File: config.mk
export PLATFORM = sky130hd
export DESIGN_NAME = instr_fields
export DESIGN_NICKNAME = d
export VERILOG_FILES = /design/src/rtl/instr_fields.sv
export SDC_FILE = /design/constraint.sdc
export NUM_CORES = 1
export LEC_CHECK = 0
export ABC_AREA = 1
export BUFFER_PORTS_ARGS = -buffer_cell sky130_fd_sc_hd__buf_4
export CAP_MARGIN = 20
export CORE_MARGIN = 4
export CORE_UTILIZATION = 47
export DETAILED_ROUTE_END_ITERATION = 7
export GPL_TIMING_DRIVEN = 0
export HOLD_SLACK_MARGIN = 0.05
export PLACE_DENSITY = 0.84
export SYNTH_ARGS = -nofsm -noshare
export SYNTH_HDL_FRONTEND = slang
export SYNTH_SLANG_ARGS = --single-unit
File: constraint.sdc
create_clock -name clk -period 1.1 [get_ports clk]
set_input_delay 0.055 -clock clk [delete_from_list [all_inputs] [get_ports clk]]
set_output_delay 0.055 -clock clk [all_outputs]
set_load 0.02 [all_outputs]
File: src/rtl/instr_fields.sv
// instr_fields: one-stage registered decoder for 24-bit instruction words.
// Splits an accepted word into opcode, three register specifiers and a 12-bit
// immediate, and also provides a sign-extended immediate and a NOP flag.
// Every output comes straight from a flop, so no input reaches an output
// within the same cycle.
module instr_fields (
    input  logic        clk,
    input  logic        rst,
    input  logic        en,
    input  logic        in_valid,
    input  logic [23:0] instruction,
    output logic        out_valid,
    output logic [5:0]  op,
    output logic [1:0]  Rd,
    output logic [1:0]  Rs,
    output logic [1:0]  Rt,
    output logic [11:0] immediate,
    output logic [15:0] imm_sext,
    output logic        is_nop
);

    logic        valid_q, valid_d;
    logic [5:0]  op_q, op_d;
    logic [1:0]  rd_q, rd_d;
    logic [1:0]  rs_q, rs_d;
    logic [1:0]  rt_q, rt_d;
    logic [11:0] imm_q, imm_d;
    logic [15:0] sext_q, sext_d;
    logic        nop_q, nop_d;

    // Next-state: stall holds everything; a bubble clears only the valid flag.
    always_comb begin
        valid_d = valid_q;
        op_d    = op_q;
        rd_d    = rd_q;
        rs_d    = rs_q;
        rt_d    = rt_q;
        imm_d   = imm_q;
        sext_d  = sext_q;
        nop_d   = nop_q;
        if (en) begin
            valid_d = in_valid;
            // Fields are only touched when the word is valid, which keeps
            // undefined bits on idle cycles away from the outputs.
            if (in_valid) begin
                op_d   = instruction[23:18];
                rd_d   = instruction[17:16];
                rs_d   = instruction[15:14];
                rt_d   = instruction[13:12];
                imm_d  = instruction[11:0];
                sext_d = {{4{instruction[11]}}, instruction[11:0]};
                nop_d  = (instruction == 24'h000000);
            end
        end
    end

    // Pipeline register; synchronous reset takes priority over the stall.
    always_ff @(posedge clk) begin
        if (rst) begin
            valid_q <= 1'b0;
            op_q    <= '0;
            rd_q    <= '0;
            rs_q    <= '0;
            rt_q    <= '0;
            imm_q   <= '0;
            sext_q  <= '0;
            nop_q   <= 1'b0;
        end else begin
            valid_q <= valid_d;
            op_q    <= op_d;
            rd_q    <= rd_d;
            rs_q    <= rs_d;
            rt_q    <= rt_d;
            imm_q   <= imm_d;
            sext_q  <= sext_d;
            nop_q   <= nop_d;
        end
    end

    assign out_valid = valid_q;
    assign op        = op_q;
    assign Rd        = rd_q;
    assign Rs        = rs_q;
    assign Rt        = rt_q;
    assign immediate = imm_q;
    assign imm_sext  = sext_q;
    assign is_nop    = nop_q;

endmodule

==> run_results.csv, run 1 <==
group,metric,value,unit
synthesis,ys_ff_latch,26,
clock_tree,insertion_delay,0.31,ns
worst_hold_path,worstHoldPathType,"primary input to register",
power,leakage,0.000984,uW
global_route,grt_pass1_vias,1327,
final_layout,area_growth,64.1,%
setup_path,timing.critical_path.required,1.36,ns
clock_tree,cts_tree,"built",
global_route,grt_start_max_net_pins,14,
synthesis,synth-warning-count,0,
synthesis,synth-seq-area-share,41.3,%
final_layout,fillerInstances,167,
global_route,globalRoute.totalOverflow,0,
synthesis,synth_area_leader_cell,"sky130_fd_sc_hd__dfxtp_1",
routing,drc_errors,0,
final_layout,finish.cell_count_without_fillers,271,
power,vdd_ir_drop_max,921,uV
synthesis,synthesis.instances,155,
routing,wl_per_cell,13.8,um
clock_tree,cts_inserted_buffers,3,
global_route,antenna_violations_before_repair,0,
outcome,status,"complete, no violations",
place,place.port_buffers,68,
clock_tree,setup_fix_buffers_added_after_clock_tree_synthesis,0,
floorplan,number_of_placement_rows,18,
final_layout,antenna_cells,0,
timing,final_hold_viol_count,0,
floorplan,io_pins,70,
final_layout,num-nets-final,271,
routing,routed-via-count,1287,
power,power-per-cell-area,974,nW/um2
place,globalplace.congestion,0.711,
global_route,gr_layer_usage_met2,44.3,%
synthesis,mappedNetlistArea,1260,um2
final_layout,final_layout_size_suffix_gt1_share,52.3,%
clock_tree,clock-sinks,26,
floorplan,design.die.area,3570,um2
setup_path,crit_end_category,"register",
synthesis,postSynthNetCount,183,
routing,initialDrtViolationCount,31,
synthesis,synth.top_cells.by_area,"sky130_fd_sc_hd__dfxtp_1 (41%), sky130_fd_sc_hd__nand2_1 (11%), sky130_fd_sc_hd__buf_4 (10%), sky130_fd_sc_hd__a21oi_2 (7.0%), sky130_fd_sc_hd__nor2_1 (6.6%)",
floorplan,dieHeight,59.8,um
global_route,grt_util_met3,4.75,%
timing,tightest_slew,0.281,ns
global_route,grt_pass1_wl,5.91,mm
timing,timing.fmax,0.941,GHz
routing,vias_per_cell,4.75,
routing,drt_wl_total,3.74,mm
final_layout,post-route-util,81.9,%
final_layout,layout.area.seq,522,um2
run,drv_cap,0,
global_route,use_met1,21.8,%
clock_tree,cts_root_buffer,"sky130_fd_sc_hd__clkbuf_4",
timing,slew_headroom,81.3,%
timing,finClkSkew,0,ns
place,total_placed_cells_including_tap_cells,253,
synthesis,netlist.area_leader.share,41.3,%
synthesis,synthesis.area_per_instance,8.13,um2
setup_path,worstSetupPathType,"primary input to register",
timing,final_setup_violation_count,0,
floorplan,initial_core_util,50.0,%
worst_hold_path,min-delay-start,"instruction[15]",
timing,final_min_period_over_clock_period,96.6,%
routing,ant_nets,0,
clock_tree,cts-htree-levels,1,
global_route,grt.busiest_layer,"met2",
timing,finalMaxSlewViolations,0,
final_layout,footprint_of_the_multi_input_gates,551,um2
clock_tree,ctsLongestPathBuffers,2,
setup_path,critPathLaunchType,"primary input",
timing,worst_hold_slack_after_final_layout,0.0945,ns
power,design_power_total,2010,uW
place,hpwl,2.43,mm
clock_tree,cts.reportedPaths.clkPinSlew,0.13,ns
setup_path,worst-path-max-fanout,10,
timing,final_total_negative_setup_slack,0,ns
synthesis,yosys.cell_types.count,16,
global_route,grt_util_all_layers,22.3,%
floorplan,fp.coreArea,2520,um2
setup_path,setup.worst_path.start,"en",
setup_path,r2r_start,"is_nop",
setup_path,worst_ep_arrival_time,1.32,ns
routing,pre_antenna_drt_iters,4,
timing,period_minus_slack,1.06,ns
floorplan,die-width,59.8,um
-- metal layers --
layer	share of wire, %	wire, um	vias to the layer above
met2	56	2110	45
li1	-	-	640
met3	6.2	231	10
met5	0	0	-
met1	36	1330	592
met4	1.9	72	0
-- timing repair --
action / 4_1_cts / 5_1_grt
pin swaps: 0 / 12
endpoints found under the setup margin: 5 / 1
hold buffers: 25 / 0
gates resized for setup: 1 / 21
hold endpoints to repair: 25 / 0
-- placed cells by master (no fill, tap or decap), types with 5 or more instances in the layout --
master	synthesis	layout
sky130_fd_sc_hd__dfxtp_1	26	25
sky130_fd_sc_hd__inv_1	8	7
sky130_fd_sc_hd__a211oi_2	5	5
sky130_fd_sc_hd__nand2_1	37	35
sky130_fd_sc_hd__buf_4	17	75
sky130_fd_sc_hd__dlygate4sd3_1	0	20
sky130_fd_sc_hd__nor2_2	1	6
sky130_fd_sc_hd__nor2_1	22	13
sky130_fd_sc_hd__a21oi_2	10	10
sky130_fd_sc_hd__dlymetal6s4s_1	0	5
sky130_fd_sc_hd__nand2_2	10	12
sky130_fd_sc_hd__a21oi_1	9	9
-- report_power, final --
part | total [uW] | switching [uW] | internal (uW)
Clock | 399 | 270 | 128
Combinational | 591 | 290 | 301
Sequential | 1020 | 35.0 | 989
-- kinds of logic after synthesis --
| kind of cell | after synthesis | share of synthesized area (%) |
|---|---|---|
| and+or+nand+nor | 72 | 24.4 |
| buffers and inverters | 33 | 18.8 |
| AOI/OAI and AO/OA | 24 | 15.5 |
| DFF | 26 | 41.3 |
-- worst max-delay path: stages --
cell and delay [ns]:
sky130_fd_sc_hd__dlygate4sd3_1 0.54, sky130_fd_sc_hd__buf_4 0.15, sky130_fd_sc_hd__nand2_2 0.08, sky130_fd_sc_hd__buf_6 0.15
sky130_fd_sc_hd__buf_12 0.15, sky130_fd_sc_hd__nand2_2 0.06, sky130_fd_sc_hd__a21oi_2 0.14
-- flip-flops by register name, indices dropped and copies added, names as in the netlist --
| name | count |
|---|---|
| Rt | 2 |
| out_valid | 1 |
| Rs | 2 |
| Rd | 2 |
| imm_sext | 12 |
| is_nop | 1 |
| op | 6 |
-- synth_stat cells --
cell type,instances
sky130_fd_sc_hd__nor3b_2,1
sky130_fd_sc_hd__a21oi_1,9
sky130_fd_sc_hd__buf_6,4
sky130_fd_sc_hd__nand3_1,1
sky130_fd_sc_hd__buf_4,17
sky130_fd_sc_hd__a21oi_2,10
sky130_fd_sc_hd__nand2_2,10
sky130_fd_sc_hd__nor2_1,22
sky130_fd_sc_hd__buf_12,1
sky130_fd_sc_hd__buf_2,2
sky130_fd_sc_hd__dfxtp_1,26
sky130_fd_sc_hd__nand2_1,37
sky130_fd_sc_hd__inv_1,8
sky130_fd_sc_hd__nor2_2,1
sky130_fd_sc_hd__a211oi_2,5
sky130_fd_sc_hd__inv_2,1
-- area by class of cell --
| cell class | instances | share of cell area, % |
|---|---|---|
| tap | 30 | 1.82 |
| clock buffer | 3 | 1.09 |
| timing repair buffer | 83 | 33.8 |
| inverter | 9 | 1.63 |
| multi-input combinational | 96 | 26.6 |
| sequential | 26 | 25.2 |
| buffer | 24 | 9.81 |
-- stage by stage --
step	cell area [um2]	setup WS [ns]
after floorplan	1260	0.326
after global placement	1810	0.316
after detailed placement	1810	0.298
after CTS	2080	0.0575
after global routing	2070	-0.0527
final	2070	0.0374
-- worst paths after layout --
kind / endpoint / slack [ns] / depth (start not counted)
worst max-delay path: op[0] / 0.04 / 7
worst min register to register: op[4] / 0.47 / 2
worst max register to register: is_nop / 0.42 / 4
worst min-delay path: Rs[1] / 0.09 / 4
Power figures use the tool's default switching activity.
==> run 2, diff against run 1 <==
--- a/config.mk
+++ b/config.mk
@@ -13,6 +13,7 @@
 export DETAILED_ROUTE_END_ITERATION = 7
 export GPL_TIMING_DRIVEN = 0
 export HOLD_SLACK_MARGIN = 0.05
+export MAX_ROUTING_LAYER = met4
 export PLACE_DENSITY = 0.84
 export SYNTH_ARGS = -nofsm -noshare
 export SYNTH_HDL_FRONTEND = slang
==> run_results.csv, run 2 (synthesis results as in run 1) <==
group,metric,value,unit
clock_tree,cts_inserted_buffers,3,
setup_path,r2r_start,"imm_sext[10]",
global_route,grt_pass1_wl,5.91,mm
timing,finClkSkew,0,ns
setup_path,timing.critical_path.required,1.35,ns
clock_tree,setup_fix_buffers_added_after_clock_tree_synthesis,0,
global_route,antenna_violations_before_repair,0,
clock_tree,clock-sinks,26,
final_layout,post-route-util,81.7,%
power,leakage,0.000979,uW
timing,finalMaxSlewViolations,0,
routing,pre_antenna_drt_iters,5,
floorplan,initial_core_util,50.0,%
routing,ant_nets,0,
floorplan,design.die.area,3570,um2
final_layout,antenna_cells,0,
place,place.port_buffers,68,
outcome,status,"complete, no violations",
final_layout,final_layout_size_suffix_gt1_share,52.5,%
setup_path,worst-path-max-fanout,10,
power,vdd_ir_drop_max,919,uV
floorplan,io_pins,70,
timing,final_hold_viol_count,0,
timing,worst_hold_slack_after_final_layout,0.0959,ns
worst_hold_path,min-delay-start,"instruction[15]",
worst_hold_path,worstHoldPathType,"primary input to register",
clock_tree,cts-htree-levels,1,
clock_tree,insertion_delay,0.31,ns
routing,drc_errors,0,
routing,initialDrtViolationCount,19,
global_route,globalRoute.totalOverflow,0,
place,globalplace.congestion,0.719,
timing,final_min_period_over_clock_period,96.9,%
run,drv_cap,0,
timing,tightest_slew,0.280,ns
global_route,grt_start_max_net_pins,14,
global_route,grt_pass1_vias,1326,
timing,final_setup_violation_count,0,
final_layout,layout_common_cells,"sky130_fd_sc_hd__buf_4 (74), sky130_fd_sc_hd__nand2_1 (35), sky130_fd_sc_hd__dfxtp_1 (25)",
floorplan,die-width,59.8,um
setup_path,worst_ep_arrival_time,1.32,ns
final_layout,num-nets-final,270,
global_route,grt_util_all_layers,22.9,%
setup_path,setup.worst_path.start,"en",
routing,drt_wl_total,3.69,mm
floorplan,fp.coreArea,2520,um2
timing,period_minus_slack,1.07,ns
clock_tree,ctsLongestPathBuffers,2,
clock_tree,cts_root_buffer,"sky130_fd_sc_hd__clkbuf_4",
final_layout,mostFrequentLayoutCell,"sky130_fd_sc_hd__buf_4",
place,placed_area,1810,um2
routing,routed-via-count,1277,
final_layout,area_growth,63.7,%
power,power-per-cell-area,974,nW/um2
routing,wl_per_cell,13.7,um
setup_path,critPathLaunchType,"primary input",
setup_path,crit_end_category,"register",
final_layout,stdcell_area,2060,um2
final_layout,flip_flop_count_of_the_largest_register_after_layout,12,
floorplan,number_of_placement_rows,18,
timing,slew_headroom,81.3,%
clock_tree,cts.reportedPaths.clkPinSlew,0.13,ns
floorplan,dieHeight,59.8,um
setup_path,worstSetupPathType,"primary input to register",
timing,timing.fmax,0.938,GHz
routing,vias_per_cell,4.73,
clock_tree,cts_tree,"built",
place,hpwl,2.43,mm
==> run 2: worst max-delay path: stages <==
cell and delay, ns:
sky130_fd_sc_hd__dlygate4sd3_1 0.54, sky130_fd_sc_hd__buf_4 0.15, sky130_fd_sc_hd__nand2_2 0.08, sky130_fd_sc_hd__buf_6 0.15, sky130_fd_sc_hd__buf_12 0.14, sky130_fd_sc_hd__nand2_2 0.06
sky130_fd_sc_hd__a21oi_2 0.14
==> run 2: path summary, 6_finish.rpt <==
path	endpoint	slack (ns)	depth (start not counted)
worst max-delay path	op[0]	0.03	7
worst min-delay path	Rs[1]	0.1	4
worst max register to register	imm_sext[10]	0.42	2
worst min register to register	op[4]	0.47	2
==> run 2: power by group <==
part           total (uW)  switching (uW)  internal, uW
combinational         588             289           299
sequential           1020            35.0           989
clock                 395             267           128
==> run 2: timing repair <==
item                                    4_1_cts  5_1_grt
hold buffers                                 25        0
pin swaps                                     0       12
endpoints found under the setup margin        5        1
endpoints found under the hold margin        25        0
resized for setup                             1       22
==> run 2: stage by stage <==
step,cells,TNS [ns],setup WS (ns),total power [uW]
global placement,253,0,0.316,1550
global route,270,-0.00681,-0.00681,2090
detailed placement,253,0,0.298,1560
floorplan,155,0,0.326,1330
CTS,281,0,0.0575,2020
finish,270,0,0.0344,2010
==> run 2: layer usage <==
layer / global-route usage (%) / part of all wire, %
met5: - / 0
met4: 8.54 / 2.2
met3: 3.67 / 5.7
met2: 44.4 / 56
met1: 22.3 / 37
==> run 2: final cells by class <==
type	count	area (um2)
Multi-Input combinational cell	96	553
Timing Repair Buffer	82	691
Inverter	9	33.8
Tap cell	30	37.5
Sequential cell	26	522
Buffer	24	203
Fill cell	171	460
Clock buffer	3	22.5
==> run 3, diff against run 2 <==
--- a/config.mk
+++ b/config.mk
@@ -14,7 +14,8 @@
 export GPL_TIMING_DRIVEN = 0
 export HOLD_SLACK_MARGIN = 0.05
 export MAX_ROUTING_LAYER = met4
-export PLACE_DENSITY = 0.84
+export PLACE_DENSITY = 0.83
+export REMOVE_ABC_BUFFERS = 1
 export SYNTH_ARGS = -nofsm -noshare
 export SYNTH_HDL_FRONTEND = slang
 export SYNTH_SLANG_ARGS = --single-unit
==> run_results.csv, run 3 (synthesis results as in run 1) <==
group,metric,value,unit
global_route,globalRoute.totalOverflow,0,
setup_path,worstSetupPathType,"primary input to register",
timing,timing.fmax,0.979,GHz
routing,wl_per_cell,13.3,um
power,design_power_total,1940,uW
routing,drt_wl_total,3.43,mm
final_layout,layout_common_cells,"sky130_fd_sc_hd__buf_4 (69), sky130_fd_sc_hd__nand2_1 (37), sky130_fd_sc_hd__dfxtp_1 (25)",
place,hpwl,2.14,mm
routing,initialDrtViolationCount,48,
floorplan,initial_core_util,50.0,%
global_route,grt_start_max_net_pins,31,
final_layout,stdcell_area,1890,um2
setup_path,timing.critical_path.required,1.36,ns
timing,final_total_negative_setup_slack,0,ns
setup_path,r2r-end,"imm_sext[3]",
global_route,antenna_violations_before_repair,0,
global_route,grt_pass1_vias,1229,
clock_tree,ctsLongestPathBuffers,2,
clock_tree,setup_fix_buffers_added_after_clock_tree_synthesis,0,
setup_path,rrSetupSlack,0.38,ns
routing,vias_per_cell,4.75,
timing,finClkSkew,0,ns
place,post-place-ws,-0.268,ns
timing,finalMaxSlewViolations,0,
timing,worst_hold_slack_after_final_layout,0.120,ns
final_layout,footprint_of_the_multi_input_gates,513,um2
setup_path,critical_path_max_stage_delay,0.54,ns
clock_tree,cts_inserted_buffers,3,
floorplan,die-width,59.8,um
floorplan,fp.coreArea,2520,um2
timing,final_setup_violation_count,0,
power,power-per-cell-area,1030,nW/um2
floorplan,number_of_placement_rows,18,
power,leakage,0.000854,uW
setup_path,r2r_start,"imm_sext[3]",
clock_tree,cts_tree,"built",
final_layout,final_layout_size_suffix_gt1_share,45.4,%
floorplan,dieHeight,59.8,um
floorplan,io_pins,70,
setup_path,worstRegToRegCells,2,
setup_path,timing.critical_path.cells,"dlygate4sd3_1 > buf_4 > nor2_1 > nand2_1 > nor2_1 > nand2_1 > nor2_1 > nor2_1 > nor2_1",
setup_path,critPathBufInv,2,
timing,slew_headroom,65.5,%
place,place.port_buffers,69,
setup_path,worst_ep_arrival_time,1.29,ns
final_layout,flip_flop_count_of_the_largest_register_after_layout,12,
final_layout,area_growth,50.0,%
outcome,status,"complete, no violations",
global_route,grt_util_all_layers,20.9,%
setup_path,crit_path_top_delay_cell,"sky130_fd_sc_hd__dlygate4sd3_1",
timing,rsz0062_at_grt,"false",
worst_hold_path,min-delay-start,"in_valid",
routing,ant_nets,0,
setup_path,critical_path.most_common_cell,"sky130_fd_sc_hd__nor2_1",
setup_path,worst-path-max-fanout,2,
final_layout,fillerInstances,180,
clock_tree,cts.reportedPaths.clkPinSlew,0.13,ns
timing,layout_setup_ws,0.0780,ns
setup_path,crit_end_category,"register",
worst_hold_path,worst_hold_path.num_cells,3,
worst_hold_path,worstHoldPathType,"primary input to register",
routing,routed-via-count,1220,
clock_tree,insertion_delay,0.31,ns
worst_hold_path,timing.hold.worst_endpoint,"Rs[1]",
final_layout,mostFrequentLayoutCell,"sky130_fd_sc_hd__buf_4",
timing,tightest_slew,0.515,ns
timing,final_min_period_over_clock_period,92.9,%
power,vdd_ir_drop_max,1140,uV
timing,final_hold_viol_count,0,
clock_tree,cts-htree-levels,1,
routing,drc_errors,0,
run,drv_cap,0,
place,placed_area,1610,um2
setup_path,critPathTopFamily,"buffers and inverters",
floorplan,design.die.area,3570,um2
clock_tree,clock-sinks,26,
setup_path,critPathLaunchType,"primary input",
clock_tree,cts_root_buffer,"sky130_fd_sc_hd__clkbuf_4",
global_route,grt_pass1_wl,5.51,mm
final_layout,num-nets-final,257,
place,globalplace.congestion,0.696,
routing,pre_antenna_drt_iters,4,
final_layout,layout.area.seq,522,um2
timing,period_minus_slack,1.02,ns
final_layout,antenna_cells,0,
[run 3: cell types whose count changed in the layout (fill, tap and decap cells not counted), sizes merged]
cell / change
buf: -12
dlygate4sd3: +4
dlymetal6s4s: -5
[run 3: power by group]
part           internal [uW]  switching [uW]
clock network            128             265
logic                    257             269
registers                989            35.3
total                   1370             569
[run 3: metal layers]
layer / up-vias / routed length [um] / track usage, %
met1: 545 / 1310 / 23.3
met3: 8 / 261 / 4.10
met2: 55 / 1780 / 36.3
li1: 612 / - / -
met4: 0 / 70 / 8.23
met5: - / 0 / -
[run 3: layout make-up]
type	count	share of cell area, %
Timing Repair Buffer	93	40.1
Sequential cell	26	27.6
Multi-Input combinational cell	96	27.2
Tap cell	30	1.99
Inverter	9	1.92
Clock buffer	3	1.19
[run 3: worst max-delay path by stage]
| stage | start | to | slack, ns | cells past startpoint |
|---|---|---|---|---|
| final | instruction[5] | is_nop | 0.08 | 9 |
| after global routing | instruction[5] | is_nop | 0.007 | 9 |
| after CTS | en | is_nop | 0.08 | 6 |
| after detailed placement | en | is_nop | -0.27 | 6 |
| after global placement | en | is_nop | -0.22 | 6 |
| after floorplan | imm_sext[11] | imm_sext[11] | -0.28 | 2 |
[run 3: timing repair]
action / in CTS / in global routing
hold buffers: 24 / 0
hold endpoints to repair: 24 / 0
setup endpoints to repair: 0 / 16
gates resized for setup: 0 / 6
[run 3: worst register-to-register path, delay by kind of cell, from the launching register on]
family | cells | cell delay (ns)
DFF | 1 | 0.40
AOI/OAI and AO/OA | 1 | 0.19
and+or+nand+nor | 1 | 0.07
[run 3: stage by stage]
step / util [%] / cells
2_1_floorplan: - / 131
3_5_place_dp: 63.9 / 230
5_1_grt: 74.9 / 257
6_report: 74.9 / 257
3_3_place_gp: 63.9 / 230
4_1_cts: 74.4 / 257
